### config.mk
export PLATFORM = sky130hd
export DESIGN_NAME = conv33_stream_ctrl_flat
export DESIGN_NICKNAME = d
export VERILOG_FILES = /design/src/rtl/conv33_stream_ctrl_if.sv /design/src/rtl/conv33_stream_ctrl.sv /design/src/flat_wrapper.sv
export SDC_FILE = /design/constraint.sdc
export NUM_CORES = 1
export LEC_CHECK = 0
export CAP_MARGIN = 0
export CORE_AREA = 4 4 102 104
export CTS_CLUSTER_DIAMETER = 60
export DETAILED_ROUTE_END_ITERATION = 8
export DIE_AREA = 0 0 106 108
export HOLD_SLACK_MARGIN = 0.03
export PLACE_DENSITY_LB_ADDON = 0.1
export REMOVE_ABC_BUFFERS = 1
export SETUP_SLACK_MARGIN = 0.3
export SLEW_MARGIN = 20
export SYNTH_ARGS = -nofsm -noshare
export SYNTH_HDL_FRONTEND = slang
export SYNTH_SLANG_ARGS = --single-unit
### constraint.sdc
create_clock -name clk -period 8 [get_ports clk]
set_input_delay 1.6 -clock clk [delete_from_list [all_inputs] [get_ports clk]]
set_output_delay 1.6 -clock clk [all_outputs]
set_load 0.05 [all_outputs]
### src/rtl/conv33_stream_ctrl_if.sv
// Stream control bundle between the conv33 sequencer (master) and the
// line-buffer/compute datapath it drives (slave).
interface conv33_stream_ctrl_if #(
  parameter int CW = 16
);
  logic          start;
  logic          in_inst_input_read_valid;
  logic          out_inst_output_write_en;
  logic [CW-1:0] out_x;
  logic [CW-1:0] out_y;
  logic          busy;
  logic          done;

  modport master (
    input  start,
    output in_inst_input_read_valid, out_inst_output_write_en,
    output out_x, out_y, busy, done
  );

  modport slave (
    output start,
    input  in_inst_input_read_valid, out_inst_output_write_en,
    input  out_x, out_y, busy, done
  );
endinterface

### src/rtl/conv33_stream_ctrl.sv
// Frame sequencer for the 3x3 convolution: streams IMG_W*IMG_H read strobes and
// raises write_en when a full 9-tap window reaches the compute unit.
module conv33_stream_ctrl #(
  parameter int IMG_W  = 64,
  parameter int IMG_H  = 64,
  parameter int IN_LAT = 1,
  parameter int CW     = 16
) (
  input  logic                 clk,
  input  logic                 reset,
  conv33_stream_ctrl_if.master bus
);

  if (IMG_W < 3 || IMG_H < 3 || IN_LAT < 1 || IN_LAT > 8) begin : g_cfg_err
    $error("conv33_stream_ctrl: IMG_W/IMG_H must be >= 3 and IN_LAT in 1..8");
  end

  localparam logic [CW-1:0] W_LAST   = CW'(IMG_W - 1);
  localparam logic [CW-1:0] H_LAST   = CW'(IMG_H - 1);
  localparam logic [3:0]    LAT_LAST = 4'(IN_LAT - 1);

  typedef enum logic [1:0] {S_IDLE, S_STREAM, S_DRAIN, S_DONE} state_e;

  typedef struct packed {
    logic          v;
    logic [CW-1:0] x;
    logic [CW-1:0] y;
  } tap_t;

  state_e        state_q, state_d;
  logic [CW-1:0] col_q, col_d, row_q, row_d;
  logic [3:0]    drn_q, drn_d;
  logic          last_px;
  tap_t          tap0;
  tap_t [IN_LAT-1:0] pipe_q;

  assign last_px = (col_q == W_LAST) && (row_q == H_LAST);

  always_ff @(posedge clk or negedge reset) begin
    if (!reset) begin
      state_q <= S_IDLE;
      col_q   <= '0;
      row_q   <= '0;
      drn_q   <= '0;
    end else begin
      state_q <= state_d;
      col_q   <= col_d;
      row_q   <= row_d;
      drn_q   <= drn_d;
    end
  end

  always_comb begin
    state_d = state_q;
    col_d   = col_q;
    row_d   = row_q;
    drn_d   = drn_q;
    unique case (state_q)
      S_IDLE: begin
        col_d = '0;
        row_d = '0;
        if (bus.start) state_d = S_STREAM;
      end
      S_STREAM: begin
        if (last_px) begin
          col_d   = '0;
          row_d   = '0;
          drn_d   = '0;
          state_d = S_DRAIN;
        end else if (col_q == W_LAST) begin
          col_d = '0;
          row_d = row_q + CW'(1);
        end else begin
          col_d = col_q + CW'(1);
        end
      end
      S_DRAIN: begin
        if (drn_q == LAT_LAST) state_d = S_DONE;
        else                   drn_d   = drn_q + 4'd1;
      end
      S_DONE:  state_d = S_IDLE;
      default: state_d = S_IDLE;
    endcase
  end

  // A window is complete once the pixel being read sits at row>=2, col>=2;
  // its top-left coordinate then travels with it through the input latency.
  always_comb begin
    tap0   = '0;
    tap0.v = (state_q == S_STREAM) && (row_q >= CW'(2)) && (col_q >= CW'(2));
    if (tap0.v) begin
      tap0.x = col_q - CW'(2);
      tap0.y = row_q - CW'(2);
    end
  end

  always_ff @(posedge clk or negedge reset) begin
    if (!reset) begin
      pipe_q <= '0;
    end else begin
      pipe_q[0] <= tap0;
      for (int i = 1; i < IN_LAT; i++) pipe_q[i] <= pipe_q[i-1];
    end
  end

  always_comb begin
    bus.in_inst_input_read_valid = (state_q == S_STREAM);
    bus.busy                     = (state_q == S_STREAM) || (state_q == S_DRAIN);
    bus.done                     = (state_q == S_DONE);
    bus.out_inst_output_write_en = pipe_q[IN_LAT-1].v;
    bus.out_x                    = pipe_q[IN_LAT-1].x;
    bus.out_y                    = pipe_q[IN_LAT-1].y;
  end

endmodule

### src/flat_wrapper.sv
// flat-port wrapper written by rule: the top's interface ports become plain ports
module conv33_stream_ctrl_flat 
#(
  parameter int IMG_W  = 64,
  parameter int IMG_H  = 64,
  parameter int IN_LAT = 1,
  parameter int CW     = 16
)
  (clk, reset, bus_start, bus_in_inst_input_read_valid, bus_out_inst_output_write_en, bus_out_x, bus_out_y, bus_busy, bus_done);
  conv33_stream_ctrl_if #(.CW(CW)) bus_i ();
  input  logic clk;
  input  logic reset;
  input wire logic [$bits(bus_i.start)-1:0] bus_start;
  output wire logic [$bits(bus_i.in_inst_input_read_valid)-1:0] bus_in_inst_input_read_valid;
  output wire logic [$bits(bus_i.out_inst_output_write_en)-1:0] bus_out_inst_output_write_en;
  output wire logic [$bits(bus_i.out_x)-1:0] bus_out_x;
  output wire logic [$bits(bus_i.out_y)-1:0] bus_out_y;
  output wire logic [$bits(bus_i.busy)-1:0] bus_busy;
  output wire logic [$bits(bus_i.done)-1:0] bus_done;
  assign bus_i.start = bus_start;
  assign bus_in_inst_input_read_valid = bus_i.in_inst_input_read_valid;
  assign bus_out_inst_output_write_en = bus_i.out_inst_output_write_en;
  assign bus_out_x = bus_i.out_x;
  assign bus_out_y = bus_i.out_y;
  assign bus_busy = bus_i.busy;
  assign bus_done = bus_i.done;
  conv33_stream_ctrl #(.IMG_W(IMG_W), .IMG_H(IMG_H), .IN_LAT(IN_LAT), .CW(CW)) u_core (.clk(clk), .reset(reset), .bus(bus_i));
endmodule
# Yosys cells after proc, flatten, opt, wreduce, memory -nomap -nowiden
# Index checks and enable logic that the tools add are counted.
[word_totals] register_bits=71 in_bits=3 word_cells=49
[classes] addsub=5 magnitude_cmp=2 n_eq_ne=10 mux=14 reduce_logical=11
[op_table] op="$mux 16" n=4
[op_table] op="$pmux 16 s2" n=2
[op_table] op="$add 16x1->16 const B" n=2
[op_table] op="$eq 16x6->1 const B" n=2
[op_table] op="$ge 16x2->1 const B" n=2
[op_table] op="$mux 32" n=1
[op_table] op="$sub 16x2->16 const B" n=2
[op_table] op="$mux 4" n=2
[op_table] op="$pmux 2 s4" n=1
[op_table] op="$pmux 4 s2" n=1
[op_table] op="$mux 2" n=3
[op_table] op="$reduce_and 3->1" n=2
[op_table] op="$add 4x1->4 const B" n=1
[op_table] op="$eq 2x2->1 const B" n=2
[op_table] op="$logic_not 4->1" n=1
[op_table] op="$ne 2x1->1 const B" n=2
[op_table] op="$ne 2x2->1 const B" n=2
[op_table] op="$reduce_bool 2->1" n=2
[op_table] op="$logic_and 1x1->1" n=3
[op_table] op="$ne 3x1->1 const B" n=1
[op_table] op="$eq 2x1->1 const B" n=1
[op_table] op="$logic_not 2->1" n=1
[op_table] op="$reduce_and 2->1" n=1
[op_table] op="$logic_or 1x1->1" n=1

# Longest topological paths before layout
# Gate-level depths: netlist of run 1.
[depth] word_depth=4 mapped_depth=9 mapped_depth_nobuf=7

# Least setup slack after synthesis of run 1
# Ideal clock, no wire load.
[synth_timing] path_kind="reg2out" start="register u_core.state_q[0]" end="output port bus_busy" arrival_time_ps=1017 required_time_ps=6400 slack_ps=5383 path_stages_with_launch=3 path_buffers=0 path_cell_list="dfrtp_1 > inv_1 > ha_1"
[synth_between] elab_chain_cells=2 elab_cells_between_ends=3
[synth_lines] element="start: declaration" line_no="conv33_stream_ctrl.sv:30" rtl="state_e state_q, state_d;"
[synth_lines] element="start signal: assignment" line_no="conv33_stream_ctrl.sv:46" rtl="state_q <= state_d;"
[synth_lines] element="$eq 2x1->1 / $eq 2x2->1 (equally long branches)" line_no="conv33_stream_ctrl.sv:108" rtl="bus.busy = (state_q == S_STREAM) || (state_q == S_DRAIN);"
[synth_lines] element="$logic_or 1x1->1 *" line_no="conv33_stream_ctrl.sv:108"
[synth_lines] element="end: declaration" line_no="flat_wrapper.sv:18" rtl="output wire logic [$bits(bus_i.busy)-1:0] bus_busy;"
# Mark *: on every way between the ends. The rest lies on a longest branch, timed or not.

# Final worst setup path of run 1
[layout_timing] start="register u_core.state_q[1]" end="output port bus_in_inst_input_read_valid"
[layout_between] elab_chain_cells=1
[layout_lines] element="$eq 2x1->1" line_no="conv33_stream_ctrl.sv:107" rtl="bus.in_inst_input_read_valid = (state_q == S_STREAM);"
[layout_lines] element="end: declaration" line_no="flat_wrapper.sv:14" rtl="output wire logic [$bits(bus_i.in_inst_input_read_valid)-1:0] bus_in_inst_input_read_valid;"
# No other way between the ends.

==> results by group, run 1 <==
Yosys
  – Cell Area, Synth: 3720 sq um
  – Sequential area share after synthesis: 47.8%
  – Top-count cell post-synth: dfrtp_1
  – Avg Inst Size Synth: 9.22 sq um
  – Yosys top cell by area: dfrtp_1
  – Ys flop type: dfrtp_1
  – Top cells by count, synth: dfrtp_1 (71), nor2_1 (48), nand2_1 (35)
  – Number of synthesized flops with an enable pin: 0
  – Synth top area share: 47.8%
  – Ranking of synthesized cells by area: dfrtp_1 (48%), nor2_1 (4.8%), ha_1 (4.7%), xnor2_1 (4.2%), nand2_1 (3.5%)
  – #FFs+latches synth: 71
  – Synth cell types: 42
  – Cell count after synthesis: 403
  – Async SR Flop Fraction: 100%
  – Yosys synthesis warning count: 0

Clocking
  – Worst-path clk slew: 0.07 ns
  – Setup Buffers After CTS: 0
  – Clk buf depth: 2
  – Skew-Pair Late Insertion Delay: 0.35 ns
  – Post-CTS sizing: 0
  – CTS tree: done
  – Clk sinks: 71
  – Root Driver: clkbuf_8
  – Hold buffers post-CTS: 0
  – CTS Buf Count: 9
  – CTS H-Tree Depth: 3

Timing
  – RSZ-0062 raised after global routing: false
  – Slew Viols, Final: 0
  – Tmin final: 3.76 ns
  – Measured slew at the worst slew-check pin: 0.913 ns
  – Crit share post-route: 47.0%
  – Hold Vio Cnt, Final: 0
  – Fmax: 266 MHz
  – Final Skew: 0.0135 ns
  – Rel. slew slack: 39.1%
  – Final setup vio count: 0
  – Setup TNS: 0 ns

Critical path
  – Crit start category: flop
  – WP data arrival: 2.16 ns
  – R2R depth: 5
  – Required time worst endpoint: 6.40 ns
  – Crit path kind: reg2out
  – Critical Path Sink Type: primary output
  – CP Max Fanout: 11

Global route
  – Number of global-route vias before repair: 2,774
  – Global-route wire length before repair: 13,600 um
  – Initial antenna violation count: 0
  – Global Route Usage Sum: 14.9%
  – Grt ovf: 0
  – Largest net degree at the start of global routing: 72

Final layout
  – Ant. Diodes: 0
  – Final instance area: 4370 sq um
  – Nets: 449
  – Share of post-route cells with drive strength above 1: 7.11%
  – Synthesis-to-finish area growth: 17.5%

Route
  – Total number of vias: 2,930
  – Initial DRC count: 96
  – Routed length per instance: 14.2 um
  – Pre-antenna DRT Iters: 4
  – Post-DRT Antenna Nets: 0
  – Residual DRC count: 0
  – WL final: 8100 um
  – DR vias/cell: 5.15

Power
  – Leak: 1.99 nW
  – Max IR drop VDD: 0.000279 V
  – Pwr/cell area: 259 nW/um^2

Die
  – # IOs: 39
  – Die Y: 108 um
  – Die Footprint: 11,400 sq um
  – Starting Density: 38.9%
  – Chip Width: 106 um
  – Row count: 36
  – Total core area: 9550 sq um

Placed design
  – Placed inst area: 4210 sq um
  – Number of port buffers: 38
  – GP Congestion: 0.819
  – Dpl hpwl: 5500 um

Hold path
  – Hold depth: 1
  – Min-delay worst type: reg2reg

Status
  – Run status: finished, final reports clean

Run
  – Maxcap violations: 0
## path summary, 6_finish.rpt
path                                         from                           end  slack [ns]
max in group asynchronous                   reset               u_core.col_q[6]        5.94
min in group asynchronous                   reset          u_core.bus.out_y[11]        1.46
worst max register to register    u_core.col_q[9]               u_core.drn_q[2]        5.12
worst min register to register    u_core.drn_q[0]               u_core.drn_q[0]        0.54
worst min-delay path              u_core.drn_q[0]               u_core.drn_q[0]        0.54
worst max-delay path            u_core.state_q[1]  bus_in_inst_input_read_valid        4.24
## area by class of cell
class                           count  area (sq um)
Clock buffer                       11           131
Clock inverter                      4          23.8
Multi-Input combinational cell    288          1790
Timing Repair Buffer               42           405
Sequential cell                    71          1780
Tap cell                          133           166
Inverter                           20          75.1
Fill cell                         982          5180
## where the power goes
group	total [mW]	leakage, nW	switching, mW	internal, mW
Combinational	0.470	0.920	0.313	0.157
Clock	0.242	0.0829	0.132	0.110
Sequential	0.417	0.983	0.0288	0.388
## registers in the layout, indices dropped and copies added, names as in the netlist
register and cells:
u_core.col_q 16, u_core.row_q 16, u_core.state_q 2, u_core.bus.out_inst_output_write_en 1, u_core.bus.out_y 16, u_core.drn_q 4, u_core.bus.out_x 16
## cell families (layout without fill, tap and decap cells)
group / Yosys count / after routing / share of synthesized area, %
flip-flops: 71 / 71 / 47.8
buffers and inverters: 44 / 77 / 4.81
AND/OR/NAND/NOR: 166 / 166 / 22.5
AO/OA/AOI/OAI: 78 / 78 / 13.0
adder cells (fa/ha/maj): 14 / 14 / 4.71
XOR/XNOR: 27 / 27 / 6.36
multiplexers: 3 / 3 / 0.808
## metrics by stage
stage	power [mW]	setup WS, ns	hold slack (ns)	utilization (%)	cells
finish	1.13	4.24	0.539	45.7	569
global route	1.21	4.11	0.568	45.7	569
CTS	1.15	4.21	0.536	45.7	569
detailed placement	0.897	4.61	0.521	44.1	554
global placement	0.891	4.66	0.517	44.1	554
floorplan	0.752	4.66	0.485	-	379
## layout by cell type, fill, tap and decap left out, types with 4 or more instances in the layout
cell             instances
a21oi_1                 24
a31oi_1                  5
and2_1                   4
and3_1                   7
buf_4                    4
clkbuf_8                 9
clkdlybuf4s50_1         37
dfrtp_1                 71
ha_1                    14
inv_1                   20
nand2_1                 35
nand2b_1                 5
nand3_1                 16
nand4_1                  7
nor2_1                  48
nor3_1                  10
nor4_1                   7
o21ai_0                 22
o31ai_1                 10
or3_1                   10
or4_1                    7
xnor2_1                 18
xor2_1                   9
## critical path, stage by stage, from the launching register on
cell and delay (ns):
dfrtp_1 0.40, inv_1 0.10, ha_1 0.42, clkdlybuf4s50_1 0.89
## per-layer routing
metal	routed length [um]	GRT usage, %	part of all wire, %	up-vias
met4	155	6.38	1.9	0
met3	307	2.51	3.8	13
met5	0	0	0	-
li1	-	-	-	1455
met1	3920	20.0	48	1410
met2	3720	23.9	46	52
No activity file was read; power rests on OpenSTA's default activity.
==> inputs of run 2 (changes only) <==
clock period = 3.1 ns   (was 8 ns; I/O delays follow)
==> results by group, run 2 (synthesized netlist as in run 1, its figures left out) <==
Status
  – Run status: finished, final reports clean

Global route
  – Number of global-route vias before repair: 2,861
  – Initial antenna violation count: 0
  – Grt ovf: 0
  – Largest net degree at the start of global routing: 44
  – Global-route wire length before repair: 14,000 um
  – Global Route Usage Sum: 15.1%

Timing
  – Crit share post-route: 86.4%
  – Measured slew at the worst slew-check pin: 0.794 ns
  – Slew Viols, Final: 0
  – Final Skew: 0.00875 ns
  – Fmax: 373 MHz
  – Tmin final: 2.68 ns
  – RSZ-0062 raised after global routing: true
  – Final setup vio count: 0
  – Setup TNS: 0 ns
  – Final worst slack: 0.421 ns
  – Hold Vio Cnt, Final: 0
  – Hold WS: 0.334 ns
  – Rel. slew slack: 46.6%

Critical path
  – R2R depth: 5
  – WP data arrival: 2.90 ns
  – CP max stage cell: or4_4
  – CP Max Fanout: 9
  – Crit start category: flop
  – CP max stage delay: 0.56 ns
  – Most used cell, CP: or4_4
  – Required time worst endpoint: 3.32 ns
  – Critical Path Sink Type: flop
  – Crit path kind: reg2reg
  – Critical path cell sequence: or4_4, or4_4, o41a_1, nand2b_1, a211o_1

Route
  – WL final: 8300 um
  – Residual DRC count: 0
  – Routed length per instance: 14.3 um
  – Post-DRT Antenna Nets: 0
  – DR vias/cell: 5.15
  – Initial DRC count: 201
  – Total number of vias: 2,984
  – Pre-antenna DRT Iters: 4

Clocking
  – CTS H-Tree Depth: 3
  – Root Driver: clkbuf_8
  – CTS tree: done
  – Clk buf depth: 2
  – Clk sinks: 71
  – Hold buffers post-CTS: 0
  – Worst-path clk slew: 0.08 ns
  – Skew-Pair Late Insertion Delay: 0.33 ns
  – CTS Buf Count: 9

Die
  – Total core area: 9550 sq um
  – # IOs: 39
  – Starting Density: 38.9%
  – Chip Width: 106 um
  – Die Footprint: 11,400 sq um
  – Row count: 36
  – Die Y: 108 um

Placed design
  – GP Congestion: 0.818
  – Number of port buffers: 38
  – Pre-CTS WS: 0.335 ns
  – Dpl hpwl: 5800 um
  – DP Cell Count: 560
  – Placed inst area: 4270 sq um

Power
  – Max IR drop VDD: 0.000600 V
  – Pwr Total: 3.25 mW
  – Reg power frac: 33.1%
  – Clk pwr share: 28.0%
  – Leak: 2.07 nW
  – Switching share of power: 38.5%
  – Gate power share: 38.9%
  – Sw power: 1.25 mW
  – Internal power: 2.00 mW
  – Pwr/cell area: 714 nW/um^2

Final layout
  – Ant. Diodes: 0
  – Commonest non-fill, non-tap cell in the layout: dfrtp_1
  – Fin util: 47.6%
  – # fillers: 959
  – Synthesis-to-finish area growth: 22.4%
  – Final instance area: 4550 sq um
  – Nets: 458
  – Post-Layout Cell Count: 579
  – Most frequent cells in the layout: dfrtp_1 (71), nor2_1 (48), clkdlybuf4s50_1 (37), nand2_1 (35), a21oi_1 (24)
  – Share of post-route cells with drive strength above 1: 9.42%

Run
  – Maxcap violations: 0

Hold path
  – Min-delay worst type: in2async
[run 2: critical path: cells and delay by family, from the launching register on]
kind,cells,cell delay (ns)
AND/OR/NAND/NOR,3,1.31
AO/OA/AOI/OAI,2,0.79
flip-flops,1,0.47
[run 2: path summary, 6_finish.rpt]
path	start	end	slack, ns
setup / recovery	u_core.col_q[7]	u_core.drn_q[2]	0.42
hold / removal	reset	u_core.bus.out_y[12]	0.33
setup reg to reg	u_core.col_q[7]	u_core.drn_q[2]	0.42
hold reg to reg	u_core.drn_q[0]	u_core.drn_q[0]	0.55
max in group asynchronous	reset	u_core.col_q[4]	2.08
min in group clk	u_core.drn_q[0]	u_core.drn_q[0]	0.55
[run 2: final cells by class]
class | instances | area [sq um] | area share, %
Clock inverter | 5 | 104 | 2.28
Timing Repair Buffer | 50 | 478 | 10.5
Tap cell | 133 | 166 | 3.66
Clock buffer | 11 | 141 | 3.11
Inverter | 20 | 75.1 | 1.65
Sequential cell | 71 | 1780 | 39.1
Multi-Input combinational cell | 289 | 1810 | 39.7
[run 2: routing by layer]
| layer | global-route usage [%] | vias to the layer above | wire length [um] |
|---|---|---|---|
| met5 | 0 | - | 0 |
| met4 | 5.74 | 0 | 112 |
| met3 | 2.39 | 8 | 311 |
| met2 | 24.0 | 71 | 3840 |
| met1 | 21.0 | 1418 | 4030 |
| li1 | - | 1487 | - |
[run 2: power groups by stage]
stage	Combinational [mW]	Sequential, mW	Clock (mW)
floorplan	0.773	1.17	0
global placement	1.23	1.09	0
detailed placement	1.24	1.09	0
CTS	1.25	1.08	0.944
global route	1.41	1.09	0.973
finish	1.26	1.08	0.909
[run 2: repair_timing]
| item | CTS | global route |
|---|---|---|
| buffers inserted | 0 | 2 |
| resized for setup | 0 | 1 |
| endpoints found under the setup margin | 0 | 6 |
